`config.mk`:
```
export PLATFORM = sky130hd
export DESIGN_NAME = fp_div_seq_flat
export DESIGN_NICKNAME = d
export VERILOG_FILES = /design/src/rtl/fp_div_seq_if.sv /design/src/rtl/fp_div_seq.sv /design/src/flat_wrapper.sv
export SDC_FILE = /design/constraint.sdc
export NUM_CORES = 1
export LEC_CHECK = 0
export BUFFER_PORTS_ARGS = -buffer_cell sky130_fd_sc_hd__buf_4
export CAP_MARGIN = 15
export CORE_UTILIZATION = 30
export DETAILED_ROUTE_END_ITERATION = 7
export GPL_ROUTABILITY_DRIVEN = 0
export HOLD_SLACK_MARGIN = 0.03
export PLACE_DENSITY_LB_ADDON = 0.25
export REMOVE_ABC_BUFFERS = 1
export SLEW_MARGIN = 10
export SYNTH_ARGS = -nofsm -noshare
export SYNTH_HDL_FRONTEND = slang
export SYNTH_SLANG_ARGS = --single-unit
export TNS_END_PERCENT = 50
```
`constraint.sdc`:
```
create_clock -name i_clk -period 2.5 [get_ports i_clk]
set_input_delay 0 -clock i_clk [delete_from_list [all_inputs] [get_ports i_clk]]
set_output_delay 0 -clock i_clk [all_outputs]
set_load 0.005 [all_outputs]
```
`src/rtl/fp_div_seq_if.sv`:
```
// ---------------------------------------------------------------------------
// fp_div_seq_if
// Operand/result bundle for the sequential single-precision divider. This is
// the same load/operand/result style as the sequential multiplier, so benches
// and the datapath wrapper can drive either unit through the same signals.
//
// Signals:
//   i_load  operand load/hold request (master -> slave)
//   i_a     dividend, IEEE-754 single (master -> slave)
//   i_b     divisor, IEEE-754 single (master -> slave)
//   o_res   quotient, held until the next completion (slave -> master)
//   o_done  one-cycle pulse when o_res updates (slave -> master)
//   o_busy  operation in flight (slave -> master)
// ---------------------------------------------------------------------------
interface fp_div_seq_if #(
  parameter int WIDTH = 32
);
  logic             i_load;
  logic [WIDTH-1:0] i_a;
  logic [WIDTH-1:0] i_b;
  logic [WIDTH-1:0] o_res;
  logic             o_done;
  logic             o_busy;

  modport master (
    output i_load, i_a, i_b,
    input  o_res, o_done, o_busy
  );

  modport slave (
    input  i_load, i_a, i_b,
    output o_res, o_done, o_busy
  );
endinterface

```
`src/rtl/fp_div_seq.sv`:
```
// ---------------------------------------------------------------------------
// fp_div_seq
// Sequential IEEE-754 single-precision divider computing o_res = i_a / i_b.
// A radix-2 restoring divider produces one quotient bit per cycle
// (24 significand bits + guard + round); sticky comes from the final
// remainder. Subnormal operands are normalised one bit per cycle, subnormal
// results are denormalised one bit per cycle, and the result is rounded
// to nearest, ties to even.
//
// Ports:
//   i_clk   clock, all state updates on the rising edge
//   i_rst   synchronous active-high reset; aborts any operation
//   bus     fp_div_seq_if.slave: i_load, i_a, i_b in; o_res, o_done, o_busy out
//
// Optional build macro:
//   FP_DIV_FTZ_EN  subnormal inputs are treated as signed zero and results
//                  with a non-positive biased exponent flush to signed zero;
//                  the NORM and SHIFT states are never visited.
// ---------------------------------------------------------------------------
module fp_div_seq #(
  parameter int WIDTH = 32,
  parameter int QBITS = 26
) (
  input  logic        i_clk,
  input  logic        i_rst,
  fp_div_seq_if.slave bus
);

  typedef enum logic [2:0] {
    IDLE,
    LOAD,
    NORM,
    DIV,
    SHIFT,
    ROUND,
    DONE
  } state_t;

  state_t state;
  state_t state_next;

  // Captured operands and working datapath
  logic [WIDTH-1:0] a_reg;
  logic [WIDTH-1:0] b_reg;
  logic [WIDTH-1:0] res_reg;
  logic             sign;
  logic [23:0]      ma;
  logic [23:0]      mb;
  logic signed [9:0] ea;
  logic signed [9:0] eb;
  logic signed [9:0] e;
  logic [24:0]      rem;
  logic [25:0]      q;
  logic             sticky;
  logic [4:0]       cnt;

  logic done;
  logic busy;

  // -------------------------------------------------------------------------
  // Operand unpacking and special-case classification
  // -------------------------------------------------------------------------
  logic [7:0]  a_exp;
  logic [7:0]  b_exp;
  logic [22:0] a_frac;
  logic [22:0] b_frac;
  logic        a_nan;
  logic        b_nan;
  logic        a_inf;
  logic        b_inf;
  logic        a_zero;
  logic        b_zero;
  logic        sign_in;
  logic [23:0] a_man;
  logic [23:0] b_man;
  logic signed [9:0] a_eff;
  logic signed [9:0] b_eff;

  assign a_exp   = a_reg[30:23];
  assign b_exp   = b_reg[30:23];
  assign a_frac  = a_reg[22:0];
  assign b_frac  = b_reg[22:0];
  assign sign_in = a_reg[31] ^ b_reg[31];

  assign a_nan = (&a_exp) && (|a_frac);
  assign b_nan = (&b_exp) && (|b_frac);
  assign a_inf = (&a_exp) && !(|a_frac);
  assign b_inf = (&b_exp) && !(|b_frac);

`ifdef FP_DIV_FTZ_EN
  assign a_zero = (a_exp == 8'd0);
  assign b_zero = (b_exp == 8'd0);
`else
  assign a_zero = (a_exp == 8'd0) && !(|a_frac);
  assign b_zero = (b_exp == 8'd0) && !(|b_frac);
`endif

  // A subnormal behaves as exponent 1 without the hidden bit
  assign a_man = {(a_exp != 8'd0), a_frac};
  assign b_man = {(b_exp != 8'd0), b_frac};
  assign a_eff = (a_exp == 8'd0) ? 10'sd1 : $signed({2'b00, a_exp});
  assign b_eff = (b_exp == 8'd0) ? 10'sd1 : $signed({2'b00, b_exp});

  logic        is_special;
  logic [31:0] special_res;

  // NaN-producing cases outrank infinities, which outrank zeros
  always_comb begin
    is_special  = a_nan || b_nan || a_inf || b_inf || a_zero || b_zero;
    special_res = {sign_in, 31'd0};
    if (a_nan || b_nan || (a_zero && b_zero) || (a_inf && b_inf)) begin
      special_res = 32'hFFFF_FFFF;
    end else if (a_inf || b_zero) begin
      special_res = {sign_in, 8'hFF, 23'd0};
    end
  end

  // -------------------------------------------------------------------------
  // Quotient-range setup: pre-shift the dividend when ma < mb so that the
  // quotient always lands in [1,2) and its first bit is the hidden one.
  // -------------------------------------------------------------------------
  logic [23:0]       src_ma;
  logic [23:0]       src_mb;
  logic signed [9:0] src_ea;
  logic signed [9:0] src_eb;
  logic signed [9:0] e_base;
  logic signed [9:0] setup_e;
  logic [24:0]       setup_rem;

`ifdef FP_DIV_FTZ_EN
  assign src_ma = a_man;
  assign src_mb = b_man;
  assign src_ea = a_eff;
  assign src_eb = b_eff;
`else
  assign src_ma = ma;
  assign src_mb = mb;
  assign src_ea = ea;
  assign src_eb = eb;
`endif

  always_comb begin
    e_base = src_ea - src_eb + 10'sd127;
    if (src_ma < src_mb) begin
      setup_rem = {src_ma, 1'b0};
      setup_e   = e_base - 10'sd1;
    end else begin
      setup_rem = {1'b0, src_ma};
      setup_e   = e_base;
    end
  end

  logic norm_done;
  assign norm_done = ma[23] && mb[23];

  // -------------------------------------------------------------------------
  // Restoring divide step and denormalisation shift count
  // -------------------------------------------------------------------------
  logic        ge;
  logic [24:0] diff;
  logic [24:0] rem_next;
  logic        last_div;
  logic [4:0]  shift_amt;

  assign ge       = (rem >= {1'b0, mb});
  assign diff     = ge ? (rem - {1'b0, mb}) : rem;
  assign rem_next = diff << 1;
  assign last_div = (cnt == 5'(QBITS - 1));

  // 1 - e, saturated at 26; only the low five bits of e matter once e >= -25
  assign shift_amt = (e < -10'sd25) ? 5'd26 : (5'd1 - e[4:0]);

  // -------------------------------------------------------------------------
  // Round to nearest even. The exponent field and mantissa are added as one
  // word so a mantissa carry bumps the exponent, and a subnormal that rounds
  // up to 2^-126 lands on exponent 1 by itself.
  // -------------------------------------------------------------------------
  logic              round_up;
  logic [32:0]       round_sum;
  logic signed [9:0] rnd_exp;
  logic [31:0]       round_res;

  assign round_up  = q[1] && (q[0] || sticky || q[2]);
  assign round_sum = {e, q[24:2]} + 33'(round_up);
  assign rnd_exp   = round_sum[32:23];

  always_comb begin
    round_res = {sign, rnd_exp[7:0], round_sum[22:0]};
    if (rnd_exp >= 10'sd255) begin
      round_res = {sign, 8'hFF, 23'd0};
    end
`ifdef FP_DIV_FTZ_EN
    if (e <= 10'sd0) begin
      round_res = {sign, 31'd0};
    end
`endif
  end

  // -------------------------------------------------------------------------
  // FSM state register
  // -------------------------------------------------------------------------
  always_ff @(posedge i_clk) begin
    if (i_rst) begin
      state <= IDLE;
    end else begin
      state <= state_next;
    end
  end

  // -------------------------------------------------------------------------
  // FSM next-state logic; a load request restarts from any state
  // -------------------------------------------------------------------------
  always_comb begin
    state_next = state;
    if (bus.i_load) begin
      state_next = LOAD;
    end else begin
      case (state)
        IDLE: state_next = IDLE;
        LOAD: begin
          if (is_special) begin
            state_next = DONE;
          end else begin
`ifdef FP_DIV_FTZ_EN
            state_next = DIV;
`else
            state_next = NORM;
`endif
          end
        end
        NORM: begin
          if (norm_done) begin
            state_next = DIV;
          end
        end
        DIV: begin
          if (last_div) begin
`ifdef FP_DIV_FTZ_EN
            state_next = ROUND;
`else
            state_next = (e <= 10'sd0) ? SHIFT : ROUND;
`endif
          end
        end
        SHIFT: begin
          if (cnt == 5'd1) begin
            state_next = ROUND;
          end
        end
        ROUND:   state_next = DONE;
        DONE:    state_next = IDLE;
        default: state_next = IDLE;
      endcase
    end
  end

  // -------------------------------------------------------------------------
  // FSM outputs
  // -------------------------------------------------------------------------
  always_comb begin
    done = 1'b0;
    busy = 1'b0;
    case (state)
      NORM, DIV, SHIFT, ROUND: busy = 1'b1;
      DONE:                    done = 1'b1;
      default: begin
        done = 1'b0;
        busy = 1'b0;
      end
    endcase
  end

  assign bus.o_done = done;
  assign bus.o_busy = busy;
  assign bus.o_res  = res_reg;

  // -------------------------------------------------------------------------
  // Datapath registers
  // -------------------------------------------------------------------------
  always_ff @(posedge i_clk) begin
    if (i_rst) begin
      a_reg   <= '0;
      b_reg   <= '0;
      res_reg <= '0;
      sign    <= 1'b0;
      ma      <= '0;
      mb      <= '0;
      ea      <= '0;
      eb      <= '0;
      e       <= '0;
      rem     <= '0;
      q       <= '0;
      sticky  <= 1'b0;
      cnt     <= '0;
    end else begin
      if (bus.i_load) begin
        a_reg <= bus.i_a;
        b_reg <= bus.i_b;
      end

      // The result only moves on a real completion, so an aborted operation
      // never disturbs the held value
      if (state_next == DONE) begin
        res_reg <= (state == LOAD) ? special_res : round_res;
      end

      case (state)
        LOAD: begin
          if (!bus.i_load) begin
            sign <= sign_in;
            ma   <= a_man;
            mb   <= b_man;
            ea   <= a_eff;
            eb   <= b_eff;
`ifdef FP_DIV_FTZ_EN
            rem  <= setup_rem;
            e    <= setup_e;
            q    <= '0;
            cnt  <= '0;
`endif
          end
        end
        NORM: begin
          // Dividend first, then divisor, one bit per cycle
          if (!ma[23]) begin
            ma <= ma << 1;
            ea <= ea - 10'sd1;
          end else if (!mb[23]) begin
            mb <= mb << 1;
            eb <= eb - 10'sd1;
          end else begin
            rem <= setup_rem;
            e   <= setup_e;
            q   <= '0;
            cnt <= '0;
          end
        end
        DIV: begin
          q      <= {q[24:0], ge};
          rem    <= rem_next;
          sticky <= |diff;
          if (last_div) begin
            cnt <= shift_amt;
`ifndef FP_DIV_FTZ_EN
            if (e <= 10'sd0) begin
              e <= 10'sd0;
            end
`endif
          end else begin
            cnt <= cnt + 5'd1;
          end
        end
        SHIFT: begin
          q      <= q >> 1;
          sticky <= sticky | q[0];
          cnt    <= cnt - 5'd1;
        end
        default: begin
        end
      endcase
    end
  end

endmodule
```
`src/flat_wrapper.sv`:
```
// flat-port wrapper written by rule: the top's interface ports become plain ports
module fp_div_seq_flat 
#(
  parameter int WIDTH = 32,
  parameter int QBITS = 26
)
  (i_clk, i_rst, bus_i_load, bus_i_a, bus_i_b, bus_o_res, bus_o_done, bus_o_busy);
  fp_div_seq_if #(.WIDTH(WIDTH)) bus_i ();
  input  logic i_clk;
  input  logic i_rst;
  input wire logic [$bits(bus_i.i_load)-1:0] bus_i_load;
  input wire logic [$bits(bus_i.i_a)-1:0] bus_i_a;
  input wire logic [$bits(bus_i.i_b)-1:0] bus_i_b;
  output wire logic [$bits(bus_i.o_res)-1:0] bus_o_res;
  output wire logic [$bits(bus_i.o_done)-1:0] bus_o_done;
  output wire logic [$bits(bus_i.o_busy)-1:0] bus_o_busy;
  assign bus_i.i_load = bus_i_load;
  assign bus_i.i_a = bus_i_a;
  assign bus_i.i_b = bus_i_b;
  assign bus_o_res = bus_i.o_res;
  assign bus_o_done = bus_i.o_done;
  assign bus_o_busy = bus_i.o_busy;
  fp_div_seq #(.WIDTH(WIDTH), .QBITS(QBITS)) u_core (.i_clk(i_clk), .i_rst(i_rst), .bus(bus_i));
endmodule
```
==> results.md <==
- Area grow syn2layout: 54.46%
- Crit start category: flop
- Vias in the first global route: 14,510
- Xor/xnor share of the synthesized area: 4.184%
- WP data required: 2.94 ns
- Biggest fanout along the worst timing path: 5
- Die span in x: around 220 microns
- Top-area cell type share of the netlist area: 33.54%
- Achievable clock frequency: 0.3570 GHz
- Delay of the slowest critical-path stage: roughly 0.35 ns
- Starting Density: 30.64%
- Max-slew violations: 0
- Design area: 21,660 sq um
- EDFF count, synth: 0
- Register bit count reported by yosys: around 240
- Final wirelength: 49.84 mm
- P_sw: 3.407 mW
- Pleak: 9.012 nW
- Post-route clock skew: between 0.015 and 0.02 ns
- Largest family of logic cells by synthesized area: compound AO/OA/AOI/OAI gates
- Number of DRC markers in iteration 0: 950
- WS Path Type: flop to flop
- DP Wirelength: 34.98 mm
- Vias: roughly 15,000
- Wire length per cell: 17.26 microns
- Area contributors post-synth: dfxtp_1 34%, ha_1 6.8%, a211oi_1 5.9%, nor2_1 5.1%, mux2i_1 4.9%
- Post-synthesis cell type count: 82
- Clk buf depth: 3
- Synth Area in Simple Gates: about a fifth
- CTS tree: built
- Type of the worst min-delay path: input port to flop
- Int Power: 7.942 mW
- Reg-to-reg endpoint: u_core.sticky$_SDFFE_PP0P_
- Reg2reg setup slack: -0.30 ns
- Tot Pwr: roughly 11 mW
- Period utilisation layout: 112.0%
- Inserted Clock Buffers: 28
- Seq pwr share: 35.1%
- Grt ovf: 0
- Slew @ Worst Pin: 0.7597 ns
- Mux cell area share after synthesis: 4.934%
- DRC errors left: 0
- RSZ-0062 raised after global routing: true
- Max-cap violation count: 0
- Critical path origin: u_core.rem[0]$_SDFFE_PP0P_
- Ports: 101
- Sw frac: between 30% and 40%
- Router iterations before antenna repair: 5
- Synth warn: 0
- DRT antenna net count: 0
- Clock Latency Late Sink: slightly below 0.6 ns
- PortBufs: 100
- Post-Syn Area: 14,020 sq um
- Most common cell in the netlist: dfxtp_1
- HP Start: bus_i_a[24]
- Max IR drop VDD: about 0.53 mV
- Area leader, netlist: dfxtp_1
- Avg Cell Area, Syn: 8.028 sq um
- Most used DFF post-synth: dfxtp_1
- Vias per cell: just over 5
- Crit path capture: u_core.sticky$_SDFFE_PP0P_
- WP data arrival: 3.24 ns
- Row count: 78
- Worst R2R Path Depth: 13
- Area of the die: 47,620 sq um
- Ant diodes: 0
- Sequential area share after synthesis: 33.54%
- H-tree depth: 1
- Relative slew slack: 49.36%
- Reg clk slew, reported paths: 0.06 ns
- Post-synth top cells: 235 x dfxtp_1, 189 x nor2_1, 144 x nand2_1
- # clock sinks: around 240
- Status: finished with violations
- Critical path endpoint category: flop
- Final #Nets: 2,414
- Initial antenna violation count: 0
- Post-Syn Instances: around 1,700
- Clock share of power: between 30 and 40%
- Post-synth ARST share: 0%
- Setup violators final: 66
- Post-synthesis adder-cell area fraction: 7.066%
- Comb pwr share: 28.5%
- Critical-path cell list: inv_2 > ha_4 > fa_2 > nand2b_4 > a21oi_4 > o21ai_2 > buf_6 > o211ai_1 > a21oi_1 > xor2_1 > a31oi_1 > nor4_2 > a31oi_1
- Cell mode on critical path: a31oi_1
- Die Ht: 218.2 microns
- Worst setup margin: -0.3009 ns
- Core area: about 46,000 sq um
- Dpl cell area: around 18,000 sq um
- CP max stage cell: fa_2
- Final hold vios: 0
- Compound-gate portion of the synthesized area: a little under a quarter
- Final period demand of the worst path: 2.801 ns
- Layout cells sized above 1: 37.19%
- P per Cell Area: 523.9 nW/um^2
- Violated checks: setup timing
- Largest net degree at the start of global routing: 119
- Overall routing resource usage: roughly a fifth
- Global-route wire length before repair: 77.69 mm
- Clock root buffer: clkbuf_16
- Worst reg2reg path startpoint: u_core.rem[0]$_SDFFE_PP0P_
cell families (layout without fill, tap and decap cells):
logic type / count (synthesis) / in the layout
flops: 235 / 235
buf+inv: 189 / 730
mux: 69 / 69
simple gates: 612 / 612
fa+ha+maj: 78 / 78
compound gates: 497 / 497
xor+xnor: 67 / 67
power groups by stage:
stage | sequential, mW | combinational [mW] | clock, mW
detailed placement | 4.05 | 2.43 | 0
floorplan | 4.07 | 1.14 | 0
CTS | 3.97 | 2.80 | 4.22
finish | 3.98 | 3.23 | 4.13
global route | 3.99 | 3.47 | 4.39
global placement | 4.04 | 2.42 | 0
through the flow:
stage,util [%],cells,setup slack (ns),hold slack (ns),TNS (ns)
detailed placement,39.58,2723,-0.7516,0.2411,-27.62
global route,47.33,2888,-0.4258,0.2098,-17.42
finish,47.33,2888,-0.3009,0.1981,-9.515
global placement,39.58,2723,-0.6284,0.2309,-25.95
floorplan,-,1626,-1.979,0.06907,-213.50
CTS,45.09,2866,-0.3038,0.1743,-9.971
how the worst min path moves through the flow:
stage                                         end  slack (ns)  depth (start not counted)
floorplan                u_core.e[0]$_SDFFE_PP0P_        0.07                          1
global placement    u_core.a_reg[12]$_SDFFE_PP0P_        0.23                          3
detailed placement  u_core.b_reg[21]$_SDFFE_PP0P_        0.24                          3
CTS                 u_core.a_reg[24]$_SDFFE_PP0P_        0.17                          4
global route        u_core.a_reg[19]$_SDFFE_PP0P_        0.21                          4
finish              u_core.a_reg[24]$_SDFFE_PP0P_        0.20                          4
metal layers:
layer  wire length (microns)  GRT usage [%]
met2                   23080          33.10
met5                       0              0
met4                    1417          5.711
met3                    2031          2.255
met1                   23310          27.46
cell type report:
cell class | count | area (sq um)
Fill cell | 4352 | 24110
Multi-Input combinational cell | 1323 | 9926
Timing Repair Buffer | 613 | 5067
Sequential cell | 235 | 4727
Clock buffer | 38 | 798.3
Tap cell | 600 | 750.7
Inverter | 68 | 260.3
Clock inverter | 11 | 132.6
cells in the final DEF, fill, tap and decap left out, types with 30 or more instances in the layout:
cell type      netlist  routed
buf_4                0     501
dfxtp_1            235     217
nor2_1             189     174
nand2_1            144     142
a21oi_1            115      96
a211oi_1           111      93
dlygate4sd3_1        0      68
mux2i_1             68      67
o21ai_0             72      54
nand3_1             54      48
ha_1                76      47
inv_1               66      45
nor3_1              52      44
xnor2_1             36      32
clkbuf_16            0      30
buf_6                1      30
critical path: cells and delay by family, from the launching register on:
kind,cells,cell delay [ns]
AOI/OAI and AO/OA,6,0.91
xor gates and xnor gates,1,0.25
adders and majority gates,2,0.50
buffers and inverters,2,0.18
DFF,1,0.33
and+or+nand+nor,2,0.48
repair_timing:
item / CTS / global route
endpoints found under the setup margin: 69 / 81
hold endpoints to repair: 79 / 0
resized for setup: 136 / 199
gates cloned: 2 / 5
pin swaps: 63 / 101
setup buffers: 25 / 23
hold buffers: 68 / 0
(Power assumes the default switching activity.)
